[config.mk]
export PLATFORM = sky130hd
export DESIGN_NAME = serial_word_rx
export DESIGN_NICKNAME = d
export VERILOG_FILES = /design/src/rtl/serial_word_rx.sv
export SDC_FILE = /design/constraint.sdc
export NUM_CORES = 1
export LEC_CHECK = 0
export BUFFER_PORTS_ARGS = -buffer_cell sky130_fd_sc_hd__buf_4
export CAP_MARGIN = 20
export CORE_MARGIN = 5
export CORE_UTILIZATION = 51
export DETAILED_ROUTE_END_ITERATION = 12
export GPL_TIMING_DRIVEN = 0
export PLACE_DENSITY = 0.75
export SLEW_MARGIN = 20
export SYNTH_ARGS = -nofsm -noshare
export SYNTH_HDL_FRONTEND = slang
export SYNTH_SLANG_ARGS = --single-unit
[constraint.sdc]
create_clock -name CLK -period 1.5 [get_ports CLK]
set_input_delay 0.075 -clock CLK [delete_from_list [all_inputs] [get_ports CLK]]
set_output_delay 0.075 -clock CLK [all_outputs]
set_load 0.05 [all_outputs]
[src/rtl/serial_word_rx.sv]
// serial_word_rx: receive end of the 20-bit word link.
// Deserializes a start/stop framed asynchronous stream on SDI (LSB first)
// into a parallel word Y that is held stable between frames.
//
// Ports:
//   CLK     - system clock, rising edge
//   RST     - synchronous, active-high reset
//   SDI     - serial data in, asynchronous to CLK, idles high
//   Y       - last correctly received word
//   Y_VALID - one-cycle pulse when Y is updated
//   FERR    - one-cycle pulse when the stop bit is sampled low
//   BUSY    - high while a frame is in progress
module serial_word_rx #(
  parameter int WIDTH        = 20,
  parameter int CLKS_PER_BIT = 16
) (
  input  logic             CLK,
  input  logic             RST,
  input  logic             SDI,
  output logic [WIDTH-1:0] Y,
  output logic             Y_VALID,
  output logic             FERR,
  output logic             BUSY
);

  localparam int CYC_W = (CLKS_PER_BIT > 2) ? $clog2(CLKS_PER_BIT) : 1;
  localparam int BIT_W = $clog2(WIDTH + 1);

  localparam logic [CYC_W-1:0] CYC_ONE   = CYC_W'(1);
  localparam logic [CYC_W-1:0] HALF_LAST = CYC_W'(CLKS_PER_BIT / 2 - 1);
  localparam logic [CYC_W-1:0] FULL_LAST = CYC_W'(CLKS_PER_BIT - 1);
  localparam logic [BIT_W-1:0] BIT_ONE   = BIT_W'(1);
  localparam logic [BIT_W-1:0] LAST_BIT  = BIT_W'(WIDTH - 1);

  typedef enum logic [1:0] {
    ST_IDLE  = 2'd0,
    ST_START = 2'd1,
    ST_DATA  = 2'd2,
    ST_STOP  = 2'd3
  } state_t;

  state_t             state_q, state_d;
  logic               sync1_q, sync1_d;
  logic               sync2_q, sync2_d;
  logic [CYC_W-1:0]   cyc_q, cyc_d;
  logic [BIT_W-1:0]   bitn_q, bitn_d;
  logic [WIDTH-1:0]   shift_q, shift_d;
  logic [WIDTH-1:0]   y_q, y_d;
  logic               y_valid_q, y_valid_d;
  logic               ferr_q, ferr_d;
  logic               busy_q, busy_d;
  logic               s_sdi;

  assign s_sdi   = sync2_q;
  assign Y       = y_q;
  assign Y_VALID = y_valid_q;
  assign FERR    = ferr_q;
  assign BUSY    = busy_q;

  // Next-state and output logic for the synchronizer and the frame FSM.
  always_comb begin
    sync1_d   = SDI;
    sync2_d   = sync1_q;
    state_d   = state_q;
    cyc_d     = cyc_q;
    bitn_d    = bitn_q;
    shift_d   = shift_q;
    y_d       = y_q;
    y_valid_d = 1'b0;
    ferr_d    = 1'b0;

    case (state_q)
      ST_IDLE: begin
        if (!s_sdi) begin
          cyc_d   = '0;
          state_d = ST_START;
        end else begin
          state_d = ST_IDLE;
        end
      end

      // Half a bit period lands the sample in the middle of the start bit;
      // every later sample is a whole bit period on, so also mid-bit.
      ST_START: begin
        if (cyc_q == HALF_LAST) begin
          cyc_d = '0;
          if (!s_sdi) begin
            bitn_d  = '0;
            state_d = ST_DATA;
          end else begin
            state_d = ST_IDLE;
          end
        end else begin
          cyc_d = cyc_q + CYC_ONE;
        end
      end

      ST_DATA: begin
        if (cyc_q == FULL_LAST) begin
          cyc_d   = '0;
          shift_d = {s_sdi, shift_q[WIDTH-1:1]};
          if (bitn_q == LAST_BIT) begin
            bitn_d  = '0;
            state_d = ST_STOP;
          end else begin
            bitn_d = bitn_q + BIT_ONE;
          end
        end else begin
          cyc_d = cyc_q + CYC_ONE;
        end
      end

      // Leaving mid stop bit lets IDLE catch a start edge that follows
      // the stop bit with no gap.
      ST_STOP: begin
        if (cyc_q == FULL_LAST) begin
          cyc_d   = '0;
          state_d = ST_IDLE;
          if (s_sdi) begin
            y_d       = shift_q;
            y_valid_d = 1'b1;
          end else begin
            ferr_d = 1'b1;
          end
        end else begin
          cyc_d = cyc_q + CYC_ONE;
        end
      end

      default: begin
        cyc_d   = '0;
        state_d = ST_IDLE;
      end
    endcase

    busy_d = (state_d != ST_IDLE);
  end

  // State, counter, data and strobe registers with synchronous reset.
  always_ff @(posedge CLK) begin
    if (RST) begin
      sync1_q   <= 1'b1;
      sync2_q   <= 1'b1;
      state_q   <= ST_IDLE;
      cyc_q     <= '0;
      bitn_q    <= '0;
      shift_q   <= '0;
      y_q       <= '0;
      y_valid_q <= 1'b0;
      ferr_q    <= 1'b0;
      busy_q    <= 1'b0;
    end else begin
      sync1_q   <= sync1_d;
      sync2_q   <= sync2_d;
      state_q   <= state_d;
      cyc_q     <= cyc_d;
      bitn_q    <= bitn_d;
      shift_q   <= shift_d;
      y_q       <= y_d;
      y_valid_q <= y_valid_d;
      ferr_q    <= ferr_d;
      busy_q    <= busy_d;
    end
  end

endmodule

# After elaboration in Yosys (flattened, before gate mapping)
# Cells that the tools add are included.
# Widths: inputs -> output; s select.
[classes]
mux = 18
eq_ne = 10
addsub = 2
bitwise = 2
reduce_logical = 8
[op_table]
columns = ["cell", "count"]
rows = [
  ["$mux 5", 4],
  ["$mux 4", 3],
  ["$pmux 4 s3", 1],
  ["$mux 2", 5],
  ["$pmux 5 s2", 1],
  ["$ne 2x2->1 const B", 4],
  ["$pmux 2 s4", 1],
  ["$add 5x1->5 const B", 1],
  ["$eq 5x5->1 const B", 1],
  ["$add 4x1->4 const B", 1],
  ["$eq 2x2->1 const B", 2],
  ["$eq 4x3->1 const B", 1],
  ["$eq 4x4->1 const B", 1],
  ["$reduce_and 4->1", 1],
  ["$reduce_bool 2->1", 2],
  ["$mux 1", 3],
  ["$reduce_and 3->1", 1],
  ["$reduce_or 3->1", 1],
  ["$eq 2x1->1 const B", 1],
  ["$logic_not 2->1", 1],
  ["$not 1->1", 2],
  ["$reduce_and 2->1", 1],
  ["$reduce_or 2->1", 1],
]
[word_totals]
output_inout_bits = 23
regBits = 56
inputBits = 3
wordCells = 50

# Logic depth before layout (Yosys ltp)
[depth]
word_depth = 5
mapped_depth = 6
mapped_depth_nobuf = 5

# Worst setup path before layout
# No wires, ideal clock.
[synth_timing]
path_kind = "register to register"
start = "reg cyc_q[0]"
end = "reg shift_q[0]"
slack_ps = 99
setup_time_ps = 132
arrival_ps = 1268
synth_period_minus_slack_ps = 1401
stages_incl_launch_ff = 7
t_required_ps = 1368
path_buffers = 1
cell_sequence = "dfxtp_1 ha_1 nand4_2 or2_1 buf_2 nand2_1 a21oi_1"
[synth_via]
elab_chain_cells = 2
[synth_lines]
columns = ["element", "line", "rtl"]
rows = [
  ["start, declared", "45", "logic [CYC_W-1:0] cyc_q, cyc_d;"],
  ["start signal, assigned", "156", "cyc_q <= cyc_d;"],
  ["$eq 4x4->1", "99", "if (cyc_q == FULL_LAST) begin"],
  ["$reduce_and 2->1 (no line)", "--", ""],
  ["end signal, assigned", "158", "shift_q <= shift_d;"],
  ["end, declared", "47", "logic [WIDTH-1:0] shift_q, shift_d;"],
]
# Every way passes these cells.
# A chain may end at the register's enable or synchronous reset.

# Worst setup path after layout
[layout_timing]
start = "reg cyc_q[0]"
end = "reg y_q[11] (netlist: Y[11])"
[layout_via]
elab_chain_cells = 2
[layout_lines]
columns = ["element", "line", "rtl"]
rows = [
  ["$eq 4x4->1", "116", "if (cyc_q == FULL_LAST) begin"],
  ["$reduce_and 3->1 (no line)", "--", ""],
  ["end signal, assigned", "159", "y_q <= y_d;"],
  ["end, declared", "48", "logic [WIDTH-1:0] y_q, y_d;"],
]
# Every way passes these cells.

==> out/qor.txt <==
======================================================================================
Result of the run                                                         finished clean
Count of final hold-check violations                                                 0
Maximum resistive drop on vdd                                              0.0005569 V
Proportion of layout cells with a drive suffix above 1                          0.2264
P per Cell Area                                                           918.0 nW/µm²
Required time of the worst setup path                                          1700 ps
Unrepaired setup endpoints after global routing                                     no
Core Area                                                                     4058 µm²
Start point of the worst hold path                                             sync1_q
Synth Flop Type                                                           sky130_fd_sc_hd__dfxtp_1
Antenna violations before repair                                                     0
Worst r2r src                                                                 cyc_q[0]
Total routing resource utilization after global routing                         0.1665
Number of I/O port buffers                                                          25
Pin count of the biggest net entering global routing                                19
Critical Setup Path Class                                                      reg2reg
TritonRoute pass-1 iters                                                             5
Final ANT Viol Nets                                                                  0
Switching Fraction                                                              0.2293
Clock tree from TritonCTS                                                          yes
Clock power frac                                                                 0.346
Standard-cell rows                                                                  23
Clock tree root driver cell                                               sky130_fd_sc_hd__clkbuf_8
Sequential fraction of design power                                              0.623
Count of unique library cells instantiated by Yosys                                 41
Routed Wire Length                                                            4.372 mm
Via-to-Cell Ratio                                                                5.156
Net count reported at finish                                                       300
Flip-flop and latch count after synthesis                                           56
Clock slew at the register clock pins of the worst setup and hold paths         100 ps
Post-synthesis async set-or-reset flop share                                         0
Die height                                                                    75.34 µm
Number of synthesized flops with an enable pin                                       0
Drt drc                                                                              0
Die width                                                                     75.34 µm
Relative slew margins                                                           0.6470
Classification of the worst-slack hold path                                    reg2reg
Yosys Warn Count                                                                     0
Critical-path maximum fanout                                                        10
Clk_skew                                                                      3.879 ps
Final instance area                                                           2625 µm²
Cell Area, Placed                                                             2427 µm²
Antenna diodes                                                                       0
Max-slew violation count                                                             0
Clock buffer depth                                                                   2
Leftover overflow at the end of global routing                                       0
WL/cell                                                                       12.64 µm
Mean cell area of the mapped netlist                                         8.341 µm²
Data arrival time of the critical path                                         1620 ps
Number of global-route vias before repair                                         1531
Startpoint of the most critical setup path                                    cyc_q[0]
Initial standard-cell utilization of the core                                   0.5365
CP Launch Type                                                                register
Synthesis-to-finish area growth                                                 20.57%
# setup viols final                                                                  0
Post-Syn Instances                                                                 261
Leakage component of the power                                               0.9574 nW
Number of max-cap violations                                                         0
Global placement routability congestion                                         0.7657
Combinational group share of total power                                         0.032
First-pass GRT wire length                                                    7.279 mm
Tightest Pin Transition                                                       529.5 ps
Number of buffers inserted during clock tree synthesis                               5
Critical path capture point type                                              register
Via total after detailed routing                                                  1784
Upper clock frequency limit                                                 0.7037 GHz
Synthesized Nets                                                                   266
Clk sinks                                                                           56
Initial DRC count                                                                  130
CTS HTree Levels                                                                     2
Sequential element share of the synthesized area                                0.5149
Ports placed on the boundary                                                        26
Clock insertion delay at the later pin of the skew report                       310 ps
Die Footprint                                                                 5675 µm²
Internal Power                                                              0.001857 W
Post-synthesis cell area                                                      2177 µm²
DP HPWL                                                                       2.932 mm
Final worst path period need                                                   1421 ps
Setup TNS                                                                         0 ps
Switch Pwr                                                                 0.0005525 W
Ratio of final minimum period to clock period                                   0.9473
======================================================================================
-- flip-flops by register name (all words and copies together), names as in the netlist --
| signal | cells |
|---|---|
| state_q | 2 |
| Y_VALID | 1 |
| s_sdi | 1 |
| sync1_q | 1 |
| FERR | 1 |
| cyc_q | 4 |
| BUSY | 1 |
| Y | 20 |
| bitn_q | 5 |
| shift_q | 20 |
-- stage by stage --
stage               setup slack [ps]  hold slack (ps)  cells  total power (W)    util
global placement              -70.05            261.8    336         0.001600  0.5982
CTS                            21.13            427.2    346         0.002428  0.6334
global route                   3.137            431.4    346         0.002505  0.6469
floorplan                      99.48            163.9    261         0.001577       -
finish                         79.02            423.7    346         0.002410  0.6469
detailed placement            -89.07            263.3    336         0.001600  0.5982
-- per-layer routing --
metal | track usage | routed length [µm] | vias to the layer above
li1 | - | - | 941
met3 | 0.04354 | 228 | 5
met5 | 0 | 0 | -
met4 | 0.05243 | 55 | 0
met1 | 0.2264 | 2096 | 801
met2 | 0.2598 | 1992 | 37
-- placed cells by master, fill, tap and decap left out, types with 3 or more instances in the layout --
cell / n
sky130_fd_sc_hd__buf_2: 5
sky130_fd_sc_hd__buf_4: 29
sky130_fd_sc_hd__nand3_1: 5
sky130_fd_sc_hd__or2_2: 3
sky130_fd_sc_hd__clkbuf_8: 5
sky130_fd_sc_hd__o21ai_0: 4
sky130_fd_sc_hd__a21oi_1: 46
sky130_fd_sc_hd__nand2_1: 82
sky130_fd_sc_hd__dfxtp_2: 5
sky130_fd_sc_hd__dfxtp_1: 50
sky130_fd_sc_hd__clkbuf_2: 4
sky130_fd_sc_hd__nor2_1: 6
sky130_fd_sc_hd__inv_1: 3
-- final timing paths --
| kind | slack (ps) | cells after the start | to |
|---|---|---|---|
| max | 80 | 6 | Y[11] |
| min reg2reg | 420 | 1 | s_sdi |
| max reg2reg | 80 | 6 | Y[11] |
| min | 420 | 1 | s_sdi |
-- cells in the mapped netlist, types with 2 or more instances --
cell type | count | area share
sky130_fd_sc_hd__or2_2 | 3 | 0.0086
sky130_fd_sc_hd__nor2b_1 | 2 | 0.0057
sky130_fd_sc_hd__nor2_1 | 7 | 0.012
sky130_fd_sc_hd__or2_1 | 2 | 0.0057
sky130_fd_sc_hd__nand3_1 | 5 | 0.011
sky130_fd_sc_hd__or3_1 | 2 | 0.0057
sky130_fd_sc_hd__buf_4 | 4 | 0.014
sky130_fd_sc_hd__a21oi_1 | 46 | 0.11
sky130_fd_sc_hd__ha_1 | 2 | 0.011
sky130_fd_sc_hd__nand3b_1 | 2 | 0.0069
sky130_fd_sc_hd__o32ai_1 | 2 | 0.0080
sky130_fd_sc_hd__clkbuf_1 | 6 | 0.010
sky130_fd_sc_hd__inv_1 | 3 | 0.0052
sky130_fd_sc_hd__nor3b_1 | 2 | 0.0069
sky130_fd_sc_hd__dfxtp_1 | 56 | 0.51
sky130_fd_sc_hd__nand2_1 | 82 | 0.14
sky130_fd_sc_hd__buf_2 | 6 | 0.014
sky130_fd_sc_hd__mux2i_1 | 2 | 0.0092
sky130_fd_sc_hd__o21ai_0 | 4 | 0.0092
sky130_fd_sc_hd__nor3_1 | 2 | 0.0046
-- layout make-up --
cell class,count,area (µm²)
clock buffer,5,68.82
clock inverter,3,22.52
timing repair buffer,27,207.7
sequential,56,1131
buffer,17,105.1
multi-input combinational,185,1016
fill,368,1433
inverter,3,11.26
tap,50,62.56
-- kinds of logic after synthesis --
| kind of cell | count (synthesis) | synth area share |
|---|---|---|
| AOI/OAI and AO/OA | 59 | 0.1529 |
| adders and majority gates | 2 | 0.01149 |
| muxes | 2 | 0.009196 |
| DFF | 56 | 0.5149 |
| xor gates and xnor gates | 1 | 0.004024 |
| buffers and inverters | 20 | 0.04828 |
| and+or+nand+nor | 121 | 0.2592 |
-- critical path, stage by stage (launching register included) --
cell,delay [ps]
sky130_fd_sc_hd__dfxtp_4,390
sky130_fd_sc_hd__ha_4,180
sky130_fd_sc_hd__nand3_2,110
sky130_fd_sc_hd__or2_1,270
sky130_fd_sc_hd__buf_2,200
sky130_fd_sc_hd__nand2_1,80
sky130_fd_sc_hd__a21oi_1,70
-- repair_timing --
item	4_1_cts	5_1_grt
pin swaps	0	1
cloned	0	0
setup endpoints to repair	44	46
endpoints found under the hold margin	2	0
hold buffers	2	0
resized for setup	6	22
setup buffers	0	0
-- power groups by stage --
stage | clock [W] | sequential (W) | combinational [W]
2_1_floorplan | 0 | 0.00154 | 0.0000400
3_3_place_gp | 0 | 0.00153 | 0.0000669
3_5_place_dp | 0 | 0.00153 | 0.0000670
4_1_cts | 0.000856 | 0.00150 | 0.0000718
5_1_grt | 0.000919 | 0.00150 | 0.0000849
6_report | 0.000833 | 0.00150 | 0.0000764
(Power assumes the default switching activity.)
